==> config.mk <==
export PLATFORM = sky130hd
export DESIGN_NAME = psum_acc
export DESIGN_NICKNAME = d
export VERILOG_FILES = /design/src/rtl/psum_acc.sv
export SDC_FILE = /design/constraint.sdc
export NUM_CORES = 1
export LEC_CHECK = 0
export ABC_CLOCK_PERIOD_IN_PS = 4550
export CORE_UTILIZATION = 49
export DETAILED_ROUTE_END_ITERATION = 10
export GPL_TIMING_DRIVEN = 0
export PLACE_DENSITY = 0.72
export SLEW_MARGIN = 40
export SYNTH_ARGS = -nofsm -noshare
export SYNTH_HDL_FRONTEND = slang
export SYNTH_SLANG_ARGS = --single-unit
==> constraint.sdc <==
create_clock -name clk -period 4.55 [get_ports clk]
set_clock_uncertainty 0.05 [all_clocks]
set_input_delay 0.455 -clock clk [delete_from_list [all_inputs] [get_ports clk]]
set_output_delay 0.455 -clock clk [all_outputs]
set_load 0.01 [all_outputs]
==> src/rtl/psum_acc.sv <==
// psum_acc: drains the output FIFO, sums acc_len consecutive rows of col
// signed partial sums lane by lane, applies optional ReLU and signed
// saturation, and hands each finished vector to the SRAM writer.
//
// Output handshake: out_data/out_valid are held stable while out_valid=1 and
// out_ready=0; a vector is transferred on a rising edge where both are 1.
// The FIFO side has no ready: ofifo_rd is a one-cycle pop request that is
// only raised while ofifo_valid=1 in FETCH.
module psum_acc #(
    parameter int col     = 8,
    parameter int psum_bw = 16,
    parameter int acc_len = 9,
    parameter int acc_bw  = 20,
    parameter int n_out   = 16
) (
    input  logic                   clk,
    input  logic                   reset,
    input  logic                   start,
    input  logic                   relu_en,
    input  logic [psum_bw*col-1:0] ofifo_out,
    input  logic                   ofifo_valid,
    output logic                   ofifo_rd,
    output logic [psum_bw*col-1:0] out_data,
    output logic                   out_valid,
    input  logic                   out_ready,
    output logic                   busy,
    output logic                   done,
    output logic [1:0]             state_dbg
);

    localparam logic [1:0] st_idle  = 2'd0;
    localparam logic [1:0] st_fetch = 2'd1;
    localparam logic [1:0] st_gap   = 2'd2;
    localparam logic [1:0] st_emit  = 2'd3;

    localparam logic [4:0]  last_row = 5'(acc_len - 1);
    localparam logic [15:0] last_out = 16'(n_out - 1);

    // Saturation bounds expressed at accumulator width; the low bound is the
    // bitwise complement of the high bound (two's complement).
    localparam logic signed [acc_bw-1:0] sat_hi = acc_bw'((1 << (psum_bw - 1)) - 1);
    localparam logic signed [acc_bw-1:0] sat_lo = ~sat_hi;

    logic [1:0]               state;
    logic [4:0]               row_cnt;
    logic [15:0]              out_cnt;
    logic                     relu_q;
    logic signed [acc_bw-1:0] acc [col];

    logic signed [acc_bw-1:0] ext [col];
    logic signed [acc_bw-1:0] sum [col];
    logic signed [acc_bw-1:0] rel [col];
    logic [psum_bw*col-1:0]   fin_data;

    assign ofifo_rd  = (state == st_fetch) && ofifo_valid;
    assign busy      = (state != st_idle);
    assign state_dbg = state;

    // Per-lane next accumulator value and the finished (ReLU + saturated) lane.
    // The first row of a vector replaces the accumulator instead of adding.
    always_comb begin
        fin_data = '0;
        for (int i = 0; i < col; i++) begin
            ext[i] = {{(acc_bw - psum_bw){ofifo_out[psum_bw*i + psum_bw - 1]}},
                      ofifo_out[psum_bw*i +: psum_bw]};
            sum[i] = (row_cnt == 5'd0) ? ext[i] : acc[i] + ext[i];
            rel[i] = (relu_q && sum[i][acc_bw-1]) ? '0 : sum[i];
            if (rel[i] > sat_hi) begin
                fin_data[psum_bw*i +: psum_bw] = sat_hi[psum_bw-1:0];
            end else if (rel[i] < sat_lo) begin
                fin_data[psum_bw*i +: psum_bw] = sat_lo[psum_bw-1:0];
            end else begin
                fin_data[psum_bw*i +: psum_bw] = rel[i][psum_bw-1:0];
            end
        end
    end

    // Control FSM: fetch rows with a one-cycle gap between pops, then emit.
    always_ff @(posedge clk or negedge reset) begin
        if (!reset) begin
            state     <= st_idle;
            row_cnt   <= '0;
            out_cnt   <= '0;
            relu_q    <= 1'b0;
            out_valid <= 1'b0;
            out_data  <= '0;
            done      <= 1'b0;
        end else begin
            done <= 1'b0;
            case (state)
                st_idle: begin
                    if (start) begin
                        state   <= st_fetch;
                        row_cnt <= '0;
                        out_cnt <= '0;
                        relu_q  <= relu_en;
                    end
                end
                st_fetch: begin
                    if (ofifo_valid) begin
                        if (row_cnt == last_row) begin
                            out_data  <= fin_data;
                            out_valid <= 1'b1;
                            row_cnt   <= '0;
                            state     <= st_emit;
                        end else begin
                            row_cnt <= row_cnt + 5'd1;
                            state   <= st_gap;
                        end
                    end
                end
                st_gap: begin
                    // The FIFO pops one cycle after it registers ofifo_rd.
                    state <= st_fetch;
                end
                st_emit: begin
                    if (out_ready) begin
                        out_valid <= 1'b0;
                        if (out_cnt == last_out) begin
                            done  <= 1'b1;
                            state <= st_idle;
                        end else begin
                            out_cnt <= out_cnt + 16'd1;
                            state   <= st_fetch;
                        end
                    end
                end
                default: state <= st_idle;
            endcase
        end
    end

    // Accumulator lanes load on every captured row.
    always_ff @(posedge clk or negedge reset) begin
        if (!reset) begin
            for (int i = 0; i < col; i++) acc[i] <= '0;
        end else if (ofifo_rd) begin
            for (int i = 0; i < col; i++) acc[i] <= sum[i];
        end
    end

endmodule
==> Word level (Yosys, flattened, before mapping) <==
Cells that the tools add are included.
Widths: inputs -> output; s select.
{ "word_totals": {"ff_bits": 314, "inputBits": 134, "out_inout_bits": 134} }
{ "classes": {"add_sub_neg": 10, "n_lt_le_gt_ge": 16, "eq_ne": 10, "n_mux": 53, "n_reduce_logical": 21} }
{ "ops": {"columns": ["operator", "n"], "rows": [
  ["$mux 20", 16],
  ["$mux 16", 19],
  ["$add 20x16->20", 8],
  ["$gt 20x16->1 const B", 8],
  ["$lt 20x16->1 const B", 8],
  ["$pmux 16 s2", 1],
  ["$add 16x1->16 const B", 1],
  ["$eq 16x4->1 const B", 1],
  ["$mux 5", 3],
  ["$pmux 5 s2", 1],
  ["$logic_and 1x1->1", 9],
  ["$reduce_and 3->1", 3],
  ["$mux 1", 8],
  ["$ne 2x2->1 const B", 4],
  ["$pmux 2 s4", 1],
  ["$reduce_and 4->1", 2],
  ["$reduce_bool 2->1", 4],
  ["$mux 2", 3],
  ["$add 5x1->5 const B", 1],
  ["$eq 5x4->1 const B", 1],
  ["$logic_not 5->1", 1],
  ["$eq 2x2->1 const B", 2],
  ["$eq 2x1->1 const B", 1],
  ["$logic_not 2->1", 1],
  ["other kinds (3)", 3]
]} }

==> Logic depth before layout (Yosys ltp) <==
Gate-level depths: netlist of run 1.
{ "depth": {"ltp_word": 7, "ltp_mapped": 15} }

==> Worst setup path before layout of run 1 <==
No wires, ideal clock.
{ "synth_path": {"path_type": "input port to flip-flop", "start": "input port ofifo_out[4]", "end": "register out_data[10]", "t_arrival_ns": 3.475, "path_slack_ns": 0.943, "stages": 13, "n_path_buf": 2, "cell_sequence": "ha_1 clkbuf_1 a21o_1 a21oi_1 nand3_1 a221oi_1 o221ai_1 a311oi_1 xor2_1 a2111oi_0 a31oi_1 clkbuf_1 o21ai_0"} }
{ "synth_via": {"elab_chain_len": 7, "word_cells_on_any_way": 8} }
{ "synth_rtl": {"columns": ["item", "line_no", "source"], "rows": [
  ["start: declaration", "20", "input logic [psum_bw*col-1:0] ofifo_out,"],
  ["$add 20x16->20", "66", "sum[i] = (row_cnt == 5'd0) ? ext[i] : acc[i] + ext[i];"],
  ["$mux 20 (*)", "66", null],
  ["$logic_and 1x1->1", "67", "rel[i] = (relu_q && sum[i][acc_bw-1]) ? '0 : sum[i];"],
  ["$mux 20 (*)", "67", null],
  ["$lt 20x16->1", "70", "end else if (rel[i] < sat_lo) begin"],
  ["$mux 16", "70", null],
  ["$mux 16 (*)", "68", "if (rel[i] > sat_hi) begin"],
  ["end signal: assignment", "102", "out_data <= fin_data;"],
  ["end: declaration", "23", "output logic [psum_bw*col-1:0] out_data,"]
]} }
Mark *: on every way between the ends. The rest lies on a longest branch, timed or not.
A chain may end at the register's enable or synchronous reset.

==> Final worst setup path of run 1 <==
{ "layout_path": {"start": "register row_cnt[0]", "end": "register out_data[43]"} }
{ "layout_via": {"elab_chain_len": 7, "word_cells_on_any_way": 10} }
{ "layout_rtl": {"columns": ["item", "line_no", "source"], "rows": [
  ["start: declaration", "45", "logic [4:0] row_cnt;"],
  ["start signal: assignment", "107", "row_cnt <= row_cnt + 5'd1;"],
  ["$logic_not 5->1", "66", null],
  ["$mux 20", "66", null],
  ["$logic_and 1x1->1", "67", null],
  ["$mux 20", "67", null],
  ["$lt 20x16->1", "70", null],
  ["$mux 16", "70", null],
  ["$mux 16", "68", null]
]} }
Several ways; a longest one is shown, not always the timed one.

==> results of run 1 <==
cells in the mapped netlist (11+ instances only):
cell / instances / area [um2]
o211ai_1: 20 / 150
mux2_2: 18 / 203
mux2i_1: 29 / 290
buf_1: 14 / 52.6
a31oi_1: 22 / 138
xnor2_1: 64 / 561
nor2_1: 235 / 882
xor2_1: 62 / 543
nand2_1: 326 / 1220
inv_1: 65 / 244
o21ai_0: 349 / 1750
ha_1: 155 / 1940
dfrtp_1: 314 / 7860
a221o_1: 17 / 170
nand4_1: 18 / 113
or3_1: 15 / 93.8
o21bai_1: 11 / 82.6
nor3_1: 43 / 215
o22a_1: 19 / 166
nand2b_1: 45 / 282
a21o_1: 49 / 368
clkbuf_1: 100 / 375
o21a_1: 26 / 195
and3_1: 21 / 131
and2_1: 13 / 81.3
a211oi_1: 34 / 255
nor2b_1: 30 / 188
a21oi_1: 227 / 1140
nand3_1: 41 / 205
power by group through the flow:
| stage | Combinational (W) | Clock [W] | Sequential, W |
|---|---|---|---|
| floorplan | 0.00832 | 0 | 0.00476 |
| global placement | 0.0123 | 0 | 0.00470 |
| detailed placement | 0.0126 | 0 | 0.00473 |
| CTS | 0.0128 | 0.00342 | 0.00471 |
| global route | 0.0142 | 0.00352 | 0.00485 |
| finish | 0.0130 | 0.00339 | 0.00472 |
layout by cell type (no fill, tap or decap), types with 13 or more instances in the layout:
cell type | synthesis | final
o21ai_0 | 349 | 349
nand2_1 | 326 | 326
dfrtp_1 | 314 | 314
clkdlybuf4s50_1 | 0 | 266
nor2_1 | 235 | 234
a21oi_1 | 227 | 227
ha_1 | 155 | 155
clkbuf_1 | 100 | 82
inv_1 | 65 | 65
xnor2_1 | 64 | 64
xor2_1 | 62 | 62
a21o_1 | 49 | 49
nand2b_1 | 45 | 45
nor3_1 | 43 | 43
nand3_1 | 41 | 41
clkbuf_16 | 0 | 39
a211oi_1 | 34 | 34
nor2b_1 | 30 | 30
mux2i_1 | 29 | 29
o21a_1 | 26 | 26
a31oi_1 | 22 | 22
and3_1 | 21 | 21
clkbuf_2 | 0 | 20
o211ai_1 | 20 | 20
o22a_1 | 19 | 19
nand4_1 | 18 | 18
mux2_2 | 18 | 18
a221o_1 | 17 | 17
or3_1 | 15 | 15
and2_1 | 13 | 13
timing repair:
| action | CTS | global route |
|---|---|---|
| pin swaps | 0 | 0 |
| hold buffers | 1 | 0 |
| endpoints found under the hold margin | 55 | 0 |
| endpoints found under the setup margin | 102 | 111 |
| resized for setup | 10 | 11 |
| gates cloned | 0 | 0 |
per-layer routing:
metal  vias up  GRT usage [%]  part of all wire (%)
met5         -              0                 0.054
met4         6           11.9                   3.4
met3       149           6.04                   6.7
met2       744           51.3                    46
met1     10300           43.7                    44
li1       9884              -                     -
critical path, cell delays in order, from the launching register on:
cell and delay [ns]:
dfrtp_1 0.37, inv_1 0.08, ha_1 0.23, nand2_1 0.08
or2_2 0.10, clkbuf_1 0.46, clkbuf_2 0.39, buf_2 0.37
clkbuf_1 0.48, clkbuf_2 0.46, clkbuf_1 0.54, a21oi_1 0.24
a221o_1 0.34
through the flow:
stage,power [W],hold WS (ns),instance area [um2],cells
6_report,0.0211,0.353,26500,3485
5_1_grt,0.0226,0.398,26500,3485
4_1_cts,0.0209,0.363,26400,3484
3_5_place_dp,0.0174,0.365,25000,3413
3_3_place_gp,0.0170,0.410,24900,3409
2_1_floorplan,0.0131,0.109,21500,2557
state kept, by name, summed over array words and instances (netlist names):
name,flops
acc,160
state_dbg,2
relu_q,1
done,1
out_cnt,16
row_cnt,5
out_valid,1
out_data,128
kinds of logic (layout without fill, tap and decap cells):
logic type               after synthesis  in the layout
AO/OA/AOI/OAI                        885            885
XOR/XNOR                             126            126
adder cells (fa/ha/maj)              163            163
buffers and inverters                185            526
flip-flops                           314            314
multiplexers                          47             47
other                                  0              2
AND/OR/NAND/NOR                      837            837
cell type report:
type	instances	share of cell area [%]
well taps	585	2.77
clock inverters	20	1.03
clock buffers	50	4.18
diodes	2	0.0189
repair buffers	272	10.6
inverters	66	0.936
flip-flops and latches	314	29.7
multi-input cells	2058	48.9
plain buffers	118	1.88
worst min path at each step:
stage                               to  slack [ns]  cells after the start
2_1_floorplan       acc[0]$_DFFE_PN0P_        0.11                      0
3_3_place_gp      acc[118]$_DFFE_PN0P_        0.41                      2
3_5_place_dp   out_data[0]$_DFFE_PN0P_        0.37                      1
4_1_cts        out_data[0]$_DFFE_PN0P_        0.36                      2
5_1_grt        out_data[0]$_DFFE_PN0P_        0.40                      2
6_report       out_data[0]$_DFFE_PN0P_        0.35                      2
==> results.md, run 1 <==
* Largest net degree at the start of global routing at 74
* Leakage at 11.8 nW
* First-pass iteration count of the detailed router at 6
* Fin crit period at 4.34 ns
* Compound-gate portion of the synthesized area at 25.2%
* Synth Area in XOR/XNOR at 5.14%
* Multi-input gate area at 13000 um2
* Synth async-reset ratio at 100%
* Worst-margin pin slew at 0.891 ns
* Fmax at 230 MHz
* Initial DRC Count at 1690
* Reg2Reg Capture Point: out_data[43]$_DFFE_PN0P_
* Power density cells at 798 nW/um2
* Initial Util at 49.7%
* RSZ-0062 raised after global routing: false
* Post-synthesis adder-cell area fraction at 9.78%
* CTS Buffer Depth at 3
* Clock transition at path regs at 0.06 ns
* RR Startpoint: row_cnt[0]$_DFFE_PN0P_
* Fin. Hold Viols at 0
* Detailed Place HPWL at 53400 um
* Layout cell share with drive strength beyond 1 at 5.21%
* IO Port Bufs at 267
* Net Switching at 0.00993 W
* Synth Warn # at 0
* Internal at 0.0112 W
* Flops & latches, synth at 314
* Final wirelength at 72200 um
* CP Capture Point: out_data[43]$_DFFE_PN0P_
* Syn Inst Count at 2557
* Post-CTS Setup Inserts at 0
* Setup slack at placement at -0.557 ns
* Final setup violation count at 0
* Number of CTS-inserted buffers at 39
* Syn-to-layout area delta at 23.3%
* Multiplexer share of the synthesized area at 2.30%
* Slew margin rel. at 40.6%
* Post-synthesis simple-gate area fraction at 17.7%
* CTS tree: done
* Fin nets at 3166
* CTS H-Tree Depth at 2
* CP required at 4.95 ns
* Reg area at 7860 um2
* Final period util at 95.4%
* Syn nets at 2854
* Main synth FF type: dfrtp_1
* Main combinational cell family by area after synthesis: compound AO/OA/AOI/OAI gates
* Gr ovfl total at 0
* Root buf cell: clkbuf_16
* DR vias at 21100
* Core Rows at 76
* # DRC at 0
* Seq/Total Area, Yosys at 36.6%
* Reg2reg setup slack at 0.21 ns
* Core area at 43200 um2
* FF-to-FF path depth at 12
* Fillers at 3849
* Post-route setup slack at 0.209 ns
* Initial antenna violation count at 5
* Sequential share of power at 22.4%
* EDFF count, synth at 0
* CP Capture Type: register
* CP arrival at 4.74 ns
* Synth Area per Inst at 8.40 um2
* DRT antenna net count at 0
* Top Ports at 268
* Logic pwr share at 61.6%
* Drt wl/cell at 20.7 um
* Die area at 44700 um2
* GR Util All Layers at 32.3%
* Crit path launch: row_cnt[0]$_DFFE_PN0P_
* Final core occ at 61.3%
* Die H at 211 um
* Die width at 211 um
* Startpoint types: register
* Run status: completed
* Switch share at 47.0%
* Maximum vdd drop at 0.388 mV
* Setup CP Type: register to register
* Routed vias/inst at 6.05
* Clk Latency, worst-skew pair at 0.58 ns
* Maxcap violations at 0
* Slew Limit Fails at 0
* Vias in the first global route at 20500
* CTS Sinks at 314
* Worst hold-check path type: input pin to asynchronous set/reset pin
* Area of the mapped netlist at 21500 um2
* Crit Path Max Fanout at 10
* Setup TNS at 0 ns
* First-pass GRT wire length at 113000 um
* Clk network pwr share at 16.0%
* Number of library cell types mapped by synthesis at 79
* Final GP Congestion at 0.997
No activity file was read; power rests on OpenSTA's default activity.
==> inputs of run 2 (changes only) <==
- TNS_END_PERCENT: default -> 10
==> results of run 2 <==
Same layout as run 1: the final DEF is identical, and so are final timing and power.
